## src/rtl/ducq_nco.sv

```systemverilog
// Phase generator in front of the DUC rotator: phase accumulator, two-stage sample/phase alignment.
// Optional accumulator dither is built when DUCQ_NCO_DITHER_EN is defined.
module ducq_nco #(
    parameter int ACC_W = 24,
    parameter int DW    = 14
) (
    input  logic             clk,
    input  logic             reset_n,
    input  logic             i_enable,
    input  logic             i_clear,
    input  logic             i_valid,
    input  logic [DW-1:0]    i_x,
    input  logic [DW-1:0]    i_y,
    input  logic [ACC_W-1:0] i_fcw,
    input  logic             i_fcw_load,
    input  logic [11:0]      i_phase_ofs,
    output logic             o_start,
    output logic [DW-1:0]    o_x,
    output logic [DW-1:0]    o_y,
    output logic [11:0]      o_z
);

    logic             acc_en_s;
    logic [ACC_W-1:0] acc_r;
    logic [ACC_W-1:0] acc_nxt_s;
    logic [ACC_W-1:0] tag_s;
    logic [ACC_W-1:0] fcw_r;
    logic [DW-1:0]    s1_x_r;
    logic [DW-1:0]    s1_y_r;
    logic [ACC_W-1:0] s1_acc_r;
    logic [11:0]      s1_ofs_r;
    logic             s1_vld_r;
    logic [ACC_W-1:0] phase_acc_s;
    logic [11:0]      z_s;

    assign acc_en_s = i_valid & i_enable;

    // Accumulator next value and sample tag; clear restarts the sequence at phase 0
    always_comb begin
        acc_nxt_s = acc_r;
        tag_s     = acc_r;
        if (i_clear) begin
            tag_s = {ACC_W{1'b0}};
            if (acc_en_s) begin
                acc_nxt_s = fcw_r;
            end else begin
                acc_nxt_s = {ACC_W{1'b0}};
            end
        end else if (acc_en_s) begin
            acc_nxt_s = acc_r + fcw_r;
        end else begin
            acc_nxt_s = acc_r;
        end
    end

    // Accumulator and active frequency word; a load only affects later increments
    always_ff @(posedge clk or negedge reset_n) begin
        if (!reset_n) begin
            acc_r <= {ACC_W{1'b0}};
            fcw_r <= {ACC_W{1'b0}};
        end else begin
            acc_r <= acc_nxt_s;
            if (i_fcw_load) begin
                fcw_r <= i_fcw;
            end
        end
    end

    // Stage 1: capture the accepted sample with its phase tag
    always_ff @(posedge clk or negedge reset_n) begin
        if (!reset_n) begin
            s1_x_r   <= {DW{1'b0}};
            s1_y_r   <= {DW{1'b0}};
            s1_acc_r <= {ACC_W{1'b0}};
            s1_ofs_r <= 12'd0;
            s1_vld_r <= 1'b0;
        end else begin
            s1_vld_r <= acc_en_s;
            if (acc_en_s) begin
                s1_x_r   <= i_x;
                s1_y_r   <= i_y;
                s1_acc_r <= tag_s;
                s1_ofs_r <= i_phase_ofs;
            end
        end
    end

`ifdef DUCQ_NCO_DITHER_EN
    localparam int DITH_W = ((ACC_W - 12) < 15) ? (ACC_W - 12) : 15;

    logic [14:0]       lfsr_r;
    logic [14:0]       lfsr_nxt_s;
    logic [DITH_W-1:0] dith_tag_s;
    logic [DITH_W-1:0] s1_dith_r;

    // x^15 + x^14 + 1 Fibonacci step
    function automatic logic [14:0] lfsr_step(input logic [14:0] s);
        return {s[13:0], s[14] ^ s[13]};
    endfunction

    // LFSR reseeds on clear so a cleared stream repeats its dither pattern
    always_comb begin
        lfsr_nxt_s = lfsr_r;
        dith_tag_s = lfsr_r[DITH_W-1:0];
        if (i_clear) begin
            dith_tag_s = {{(DITH_W-1){1'b0}}, 1'b1};
            if (acc_en_s) begin
                lfsr_nxt_s = lfsr_step(15'h0001);
            end else begin
                lfsr_nxt_s = 15'h0001;
            end
        end else if (acc_en_s) begin
            lfsr_nxt_s = lfsr_step(lfsr_r);
        end else begin
            lfsr_nxt_s = lfsr_r;
        end
    end

    // LFSR state and per-sample dither tag
    always_ff @(posedge clk or negedge reset_n) begin
        if (!reset_n) begin
            lfsr_r    <= 15'h0001;
            s1_dith_r <= {{(DITH_W-1){1'b0}}, 1'b1};
        end else begin
            lfsr_r <= lfsr_nxt_s;
            if (acc_en_s) begin
                s1_dith_r <= dith_tag_s;
            end
        end
    end

    assign phase_acc_s = s1_acc_r + {{(ACC_W-DITH_W){1'b0}}, s1_dith_r};
`else
    assign phase_acc_s = s1_acc_r;
`endif

    assign z_s = phase_acc_s[ACC_W-1 -: 12] + s1_ofs_r;

    // Stage 2: registered outputs, data held between strobes
    always_ff @(posedge clk or negedge reset_n) begin
        if (!reset_n) begin
            o_start <= 1'b0;
            o_x     <= {DW{1'b0}};
            o_y     <= {DW{1'b0}};
            o_z     <= 12'd0;
        end else begin
            o_start <= s1_vld_r;
            if (s1_vld_r) begin
                o_x <= s1_x_r;
                o_y <= s1_y_r;
                o_z <= z_s;
            end
        end
    end

endmodule
```

## config.mk

```make
export PLATFORM = sky130hd
export DESIGN_NAME = ducq_nco
export DESIGN_NICKNAME = d
export VERILOG_FILES = /design/src/rtl/ducq_nco.sv
export SDC_FILE = /design/constraint.sdc
export NUM_CORES = 1
export LEC_CHECK = 0
export CAP_MARGIN = 0
export CORE_MARGIN = 8
export CORE_UTILIZATION = 25
export CTS_CLUSTER_DIAMETER = 120
export DETAILED_ROUTE_END_ITERATION = 6
export SYNTH_ARGS = -nofsm -noshare
export SYNTH_HDL_FRONTEND = slang
export SYNTH_SLANG_ARGS = --single-unit
```

## constraint.sdc

```tcl
create_clock -name clk -period 7.15 [get_ports clk]
set_clock_uncertainty 0.15 [all_clocks]
set_input_delay 0.715 -clock clk [delete_from_list [all_inputs] [get_ports clk]]
set_output_delay 0.715 -clock clk [all_outputs]
set_load 0.05 [all_outputs]
```

==> key figures, run 1 <==
Status
  – Status: finished, final reports clean

STA
  – Final Hold Vio Count: 0
  – Relative slew slack: 34.1%
  – Final worst slack: ~3.8 ns
  – Slew Limit Fails: 0
  – Setup violations, final: 0
  – Worst Tran Pin Value: 0.988 ns
  – F_max: ~300 MHz
  – Tmin final: ~3.4 ns
  – Min Hold Slack: 0.215 ns
  – Tcrit/Tclk final: a little under half
  – Setup_tns: 0 ns
  – RSZ-0062 raised after global routing: false

Placed design
  – HPWL Detailed: ~13000 um
  – GP Congestion: slightly above 0.8
  – Buffers added on ports: between 100 and 150
  – Place WS: roughly 3.3 ns

Die
  – Initial Util: roughly a quarter
  – Die span in x: 185 um
  – Ports: 111
  – CORE AREA: between 0.02 and 0.03 mm2
  – Num rows: 62
  – Full die area: approximately 0.034 mm2
  – Die H: 185 um

Clocking
  – Clock slew at reported path FFs: roughly 0.07 ns
  – Setup Fix Bufs, Post-CTS: 0
  – # clock sinks: 142
  – CTS max path bufs: 2
  – Clk_lat worst skew: 0.42 ns
  – CTS tree: built
  – Hold buffers post-CTS: 0
  – H-tree depth: 4
  – Cts repair resizes: 0
  – CTS Root Cell: clkbuf_16
  – TritonCTS buffer count: 17

Logic synthesis
  – Distinct cells, synth: 53
  – Ys Warns: 0
  – Cells after Synth: ~700
  – Most common cell in the netlist: nand2_1
  – Largest area contributor in the netlist: dfrtp_1
  – Top-area cell type share of the netlist area: between 40 and 50%
  – Netlist Area Pre-Place: a little over 0.007 mm2
  – Synth Register Bits: ~140
  – Post-synth EDFFs: 0
  – Avg Inst Size Synth: between 10 and 15 um2
  – Register area share after synthesis: approximately 50%
  – Synth area leaders: dfrtp_1, mux2_2, nand2_1
  – Main synth FF type: dfrtp_1
  – Post-synth top cells: nand2_1, dfrtp_1, mux2_2
  – Post-synth ARST share: 100%
  – Post-Syn Nets: between 800 and 900

Finish
  – Nets: slightly above 900
  – Fill count: about 2900
  – Sequential cell area: between 0.003 and 0.004 mm2
  – Layout area overhead: 28.6%
  – Antenna Cells: 0
  – Post-layout util: about 32%
  – Footprint of the multi-input gates: around 0.0034 mm2
  – Share of layout cells above drive strength 1: between 10% and 20%

Pwr
  – Pleak: ~4.1 nW
  – PwrDens: roughly 290 mW/mm2
  – Maximum VDD drop: approximately 0.16 mV

Routing
  – Drt drc: 0
  – Final ANT Viol Nets: 0
  – Routed via count: 5371
  – Via density: approximately 4.5
  – DRT Wirelength: about 17000 um
  – Average wire per standard cell: about 14 um
  – First-pass DRT Iterations: 4
  – 1st-iter DRT viols: approximately 260

Worst setup path
  – Crit end category: register
  – Setup CP Type: input port to register
  – Critical Path AT: around 3.6 ns
  – Worst setup SP type: input port
  – Largest fanout on the critical path: 57
  – Crit path required time: around 7.4 ns

Hold path
  – Hold Path Class: input port to asynchronous set/reset pin

Run
  – Max-Cap Viols: 0

GRT
  – Vias in the first global route: between 5000 and 6000
  – Initial antenna violation count: 0
  – Largest net degree at the start of global routing: 87
  – Total GRT Usage: 10.4%
  – First-pass GRT wire length: 28600 um
  – Grt total ovfl: 0
==> cell type report <==
class / count / area share [%]
Sequential cell: 142 / 38.7
Multi-Input combinational cell: 515 / 37.1
Timing Repair Buffer: 116 / 12.5
Tap cell: 384 / 5.23
Clock buffer: 17 / 4.63
Clock inverter: 15 / 1.34
Inverter: 11 / 0.450
==> sequential cells by signal, indices dropped and copies added (netlist names) <==
register     cells
o_x             14
s1_ofs_r        12
o_y             14
s1_x_r          14
phase_acc_s     12
o_z             12
o_start          1
acc_r           24
s1_vld_r         1
s1_y_r          14
fcw_r           24
==> critical path: stages <==
cell and delay (ns):
clkdlybuf4s50_1 0.47, nand2_2 0.32, inv_2 0.86, nand2b_1 0.49, or4_1 0.58, nand3_1 0.10
==> power breakdown <==
part	internal [W]	switching, W	total [W]
combinational	0.000339	0.000487	0.000826
sequential	0.000931	0.0000810	0.00101
clock	0.000455	0.000378	0.000833
total	0.00172	0.000946	0.00267
==> kinds of logic after synthesis <==
kind of cell | count (synthesis) | share of synthesized area, %
xor+xnor | 20 | 2.45
flops | 142 | 49.8
fa+ha+maj | 36 | 6.52
simple gates | 253 | 15.7
mux | 64 | 9.99
buf+inv | 47 | 2.47
compound gates | 142 | 13.0
==> layer usage <==
metal	part of all wire (%)	wire length [um]	GRT usage, %	vias to the layer above
li1	-	-	-	2668
met1	47	8120	13.5	2592
met2	46	8030	16.8	99
met3	6.1	1070	3.04	12
met4	0.88	152	2.78	0
met5	0	0	0	-
==> stage by stage <==
stage	instances	instance area, um2	total power, W
after detailed placement	1168	8630	0.00186
final	1200	9180	0.00267
after global routing	1200	9180	0.00282
after global placement	1168	8630	0.00185
after floorplan	704	7140	0.00158
after CTS	1200	9180	0.00271
==> path summary, 6_finish.rpt <==
kind                                              start               endpoint  slack [ns]  cells past startpoint
worst min register to register    s1_x_r[0]$_DFFE_PN0P_  s1_x_r[0]$_DFFE_PN0P_        0.32                      2
worst min-delay path                            reset_n   fcw_r[4]$_DFFE_PN0P_        0.22                      1
min in group clk                  s1_x_r[0]$_DFFE_PN0P_  s1_x_r[0]$_DFFE_PN0P_        0.32                      2
worst max-delay path                            i_valid  acc_r[21]$_DFFE_PN0P_        3.78                      6
worst max register to register  s1_ofs_r[0]$_DFFE_PN0P_     o_z[8]$_DFFE_PN0P_        4.36                      9
max in group asynchronous                       reset_n  fcw_r[23]$_DFFE_PN0P_        5.38                      2
==> cell usage in the layout (no fill, tap or decap), drive strengths merged, types with 5 or more instances in the layout <==
cell             n
a211o            5
nor2            26
clkdlybuf4s50  109
o21ai           45
nor3             7
a21oi           33
nand2b          10
dfrtp          142
xor2             5
nand2          156
mux2            58
a21o             9
o21a             7
clkbuf          17
ha              34
nand4            6
nor2b            5
nand3b           5
mux2i            6
xnor2           15
buf              7
nand3           23
inv             21
a211oi           6
nor3b            6
a31oi            9
Power figures use the tool's default switching activity.
==> run 2: changes to the inputs <==
==> constraint.sdc (replaced) <==
create_clock -name clk -period 3.41 [get_ports clk]
set_clock_uncertainty 0.15 [all_clocks]
set_input_delay 0.341 -clock clk [delete_from_list [all_inputs] [get_ports clk]]
set_output_delay 0.341 -clock clk [all_outputs]
set_load 0.05 [all_outputs]
==> key figures, run 2 (same netlist as run 1, synthesis figures left out) <==
Hold path
  – Hold Path Class: input port to register

STA
  – Final worst slack: 0.643 ns
  – Final Hold Vio Count: 0
  – Setup_tns: 0 ns
  – F_max: approximately 360 MHz
  – Setup violations, final: 0
  – Relative slew slack: 48.5%
  – Tmin final: approximately 2.8 ns
  – RSZ-0062 raised after global routing: false
  – Worst Tran Pin Value: just under 0.8 ns
  – Slew Limit Fails: 0
  – Tcrit/Tclk final: between 80% and 90%

Finish
  – Antenna Cells: 0
  – Most common cell after layout, fill and taps aside: nand2_1
  – Nets: 917
  – Top flop regs: acc_r x24, fcw_r x24
  – Share of layout cells above drive strength 1: about 14%
  – Most frequent cells in the layout: nand2_1, dfrtp_1, clkdlybuf4s50_1
  – Layout area overhead: 30.2%
  – Final Instance Area: 0.00929 mm2

Placed design
  – HPWL Detailed: about 13000 um
  – Place WS: between 0.6 and 0.7 ns
  – Placed inst area: 0.00869 mm2
  – Buffers added on ports: 110
  – GP Congestion: 0.809

Clocking
  – Setup Fix Bufs, Post-CTS: 0
  – TritonCTS buffer count: 17
  – Cts repair resizes: 0
  – CTS max path bufs: 2
  – CTS tree: built
  – Clk_lat worst skew: 0.42 ns
  – Clock slew at reported path FFs: approximately 0.070 ns
  – # clock sinks: 142
  – H-tree depth: 4
  – CTS Root Cell: clkbuf_16

Worst setup path
  – Largest fanout on the critical path: 3
  – Critical Path AT: about 2.9 ns
  – Crit path required time: 3.57 ns
  – Critical path's top delay family: compound AO/OA/AOI/OAI gates
  – Crit end category: register
  – Slowest CP cell: fa_1
  – Setup CP Type: register to register
  – Crit-path cells: ha_1 > fa_1 > a21o_1 > a21oi_1 > o21ai_0 > o211a_1 > o21a_1 > or3_1 > a31o_2
  – Worst setup SP type: register
  – Critical Path Max Stage Delay: 0.42 ns
  – Crit path buf inv count: 0

Die
  – Full die area: approximately 0.034 mm2
  – Die H: 185 um
  – Die span in x: 185 um
  – Ports: approximately 110
  – Initial Util: between 20% and 30%
  – CORE AREA: 0.0284 mm2
  – Num rows: between 60 and 70

Routing
  – DRT Wirelength: ~18000 um
  – Via density: approximately 4.5
  – First-pass DRT Iterations: 5
  – Final ANT Viol Nets: 0
  – 1st-iter DRT viols: between 200 and 300
  – Routed via count: around 5400
  – Average wire per standard cell: around 15 um
  – Drt drc: 0

GRT
  – Grt total ovfl: 0
  – Initial antenna violation count: 0
  – Total GRT Usage: between 10% and 20%
  – Largest net degree at the start of global routing: around 80
  – Vias in the first global route: ~5500
  – First-pass GRT wire length: 28700 um

Pwr
  – PwrDens: 617 mW/mm2
  – Maximum VDD drop: 0.338 mV
  – Pleak: 4.18 nW
  – Final Power: about 0.0057 W

Run
  – Max-Cap Viols: 0

Status
  – Status: finished, final reports clean
run 2: cell count changes in the layout (fill, tap and decap cells not counted):
cell	previous run	this run
clkinv_4	0	2
clkinv_2	3	0
dlygate4sd3_1	0	1
inv_8	2	5
buf_4	6	13
bufinv_16	0	1
inv_6	8	4
clkinv_8	0	1
run 2: power by group:
group / switching (W) / internal (W) / leakage, nW
registers: 0.000173 / 0.00195 / 1.77
logic: 0.00102 / 0.000716 / 2.12
clock network: 0.000825 / 0.00105 / 0.287
total: 0.00202 / 0.00371 / 4.18
run 2: final cells by class:
cell class,count,area [um2]
Multi-Input combinational cell,515,3410
Clock inverter,15,170
Inverter,11,41.3
Tap cell,384,480
Clock buffer,17,425
Sequential cell,142,3550
Timing Repair Buffer,124,1210
Fill cell,2920,19100
run 2: final timing paths:
kind	depth (start not counted)	slack, ns	to	start
min in group asynchronous	2	0.39	fcw_r[0]$_DFFE_PN0P_	reset_n
min	3	0.29	s1_y_r[12]$_DFFE_PN0P_	i_y[12]
max reg2reg	9	0.64	o_z[8]$_DFFE_PN0P_	s1_ofs_r[0]$_DFFE_PN0P_
max	9	0.64	o_z[8]$_DFFE_PN0P_	s1_ofs_r[0]$_DFFE_PN0P_
min reg2reg	2	0.32	s1_y_r[0]$_DFFE_PN0P_	s1_y_r[0]$_DFFE_PN0P_
max in group asynchronous	3	1.89	s1_x_r[0]$_DFFE_PN0P_	reset_n
run 2: stage by stage:
| stage | cells | utilization, % | hold WS [ns] |
|---|---|---|---|
| after CTS | 1208 | 32.7 | 0.269 |
| after global placement | 1175 | 30.6 | 0.293 |
| after global routing | 1208 | 32.7 | 0.291 |
| after detailed placement | 1175 | 30.6 | 0.306 |
| final | 1208 | 32.7 | 0.290 |
| after floorplan | 704 | - | -0.105 |
run 2: worst register-to-register path, stage by stage (launching register included):
cell and delay, ns:
dfrtp_1 0.38, ha_1 0.24, fa_1 0.42, a21o_1 0.18, a21oi_1 0.27, o21ai_0 0.13, o211a_1 0.15, o21a_1 0.18
or3_1 0.31, a31o_2 0.25
run 2: repair_timing:
item,4_1_cts,5_1_grt
endpoints found under the hold margin,74,0
hold buffers,1,0
setup endpoints to repair,0,0
run 2: routing by layer:
layer  part of all wire [%]  GRT usage [%]  up-vias  wire (um)
met5                      0              0        -          0
met4                    1.1           3.10        0        192
met3                    5.0           2.84       12        890
met2                     45           16.5      109       8040
met1                     48           14.1     2584       8550
li1                       -              -     2683          -
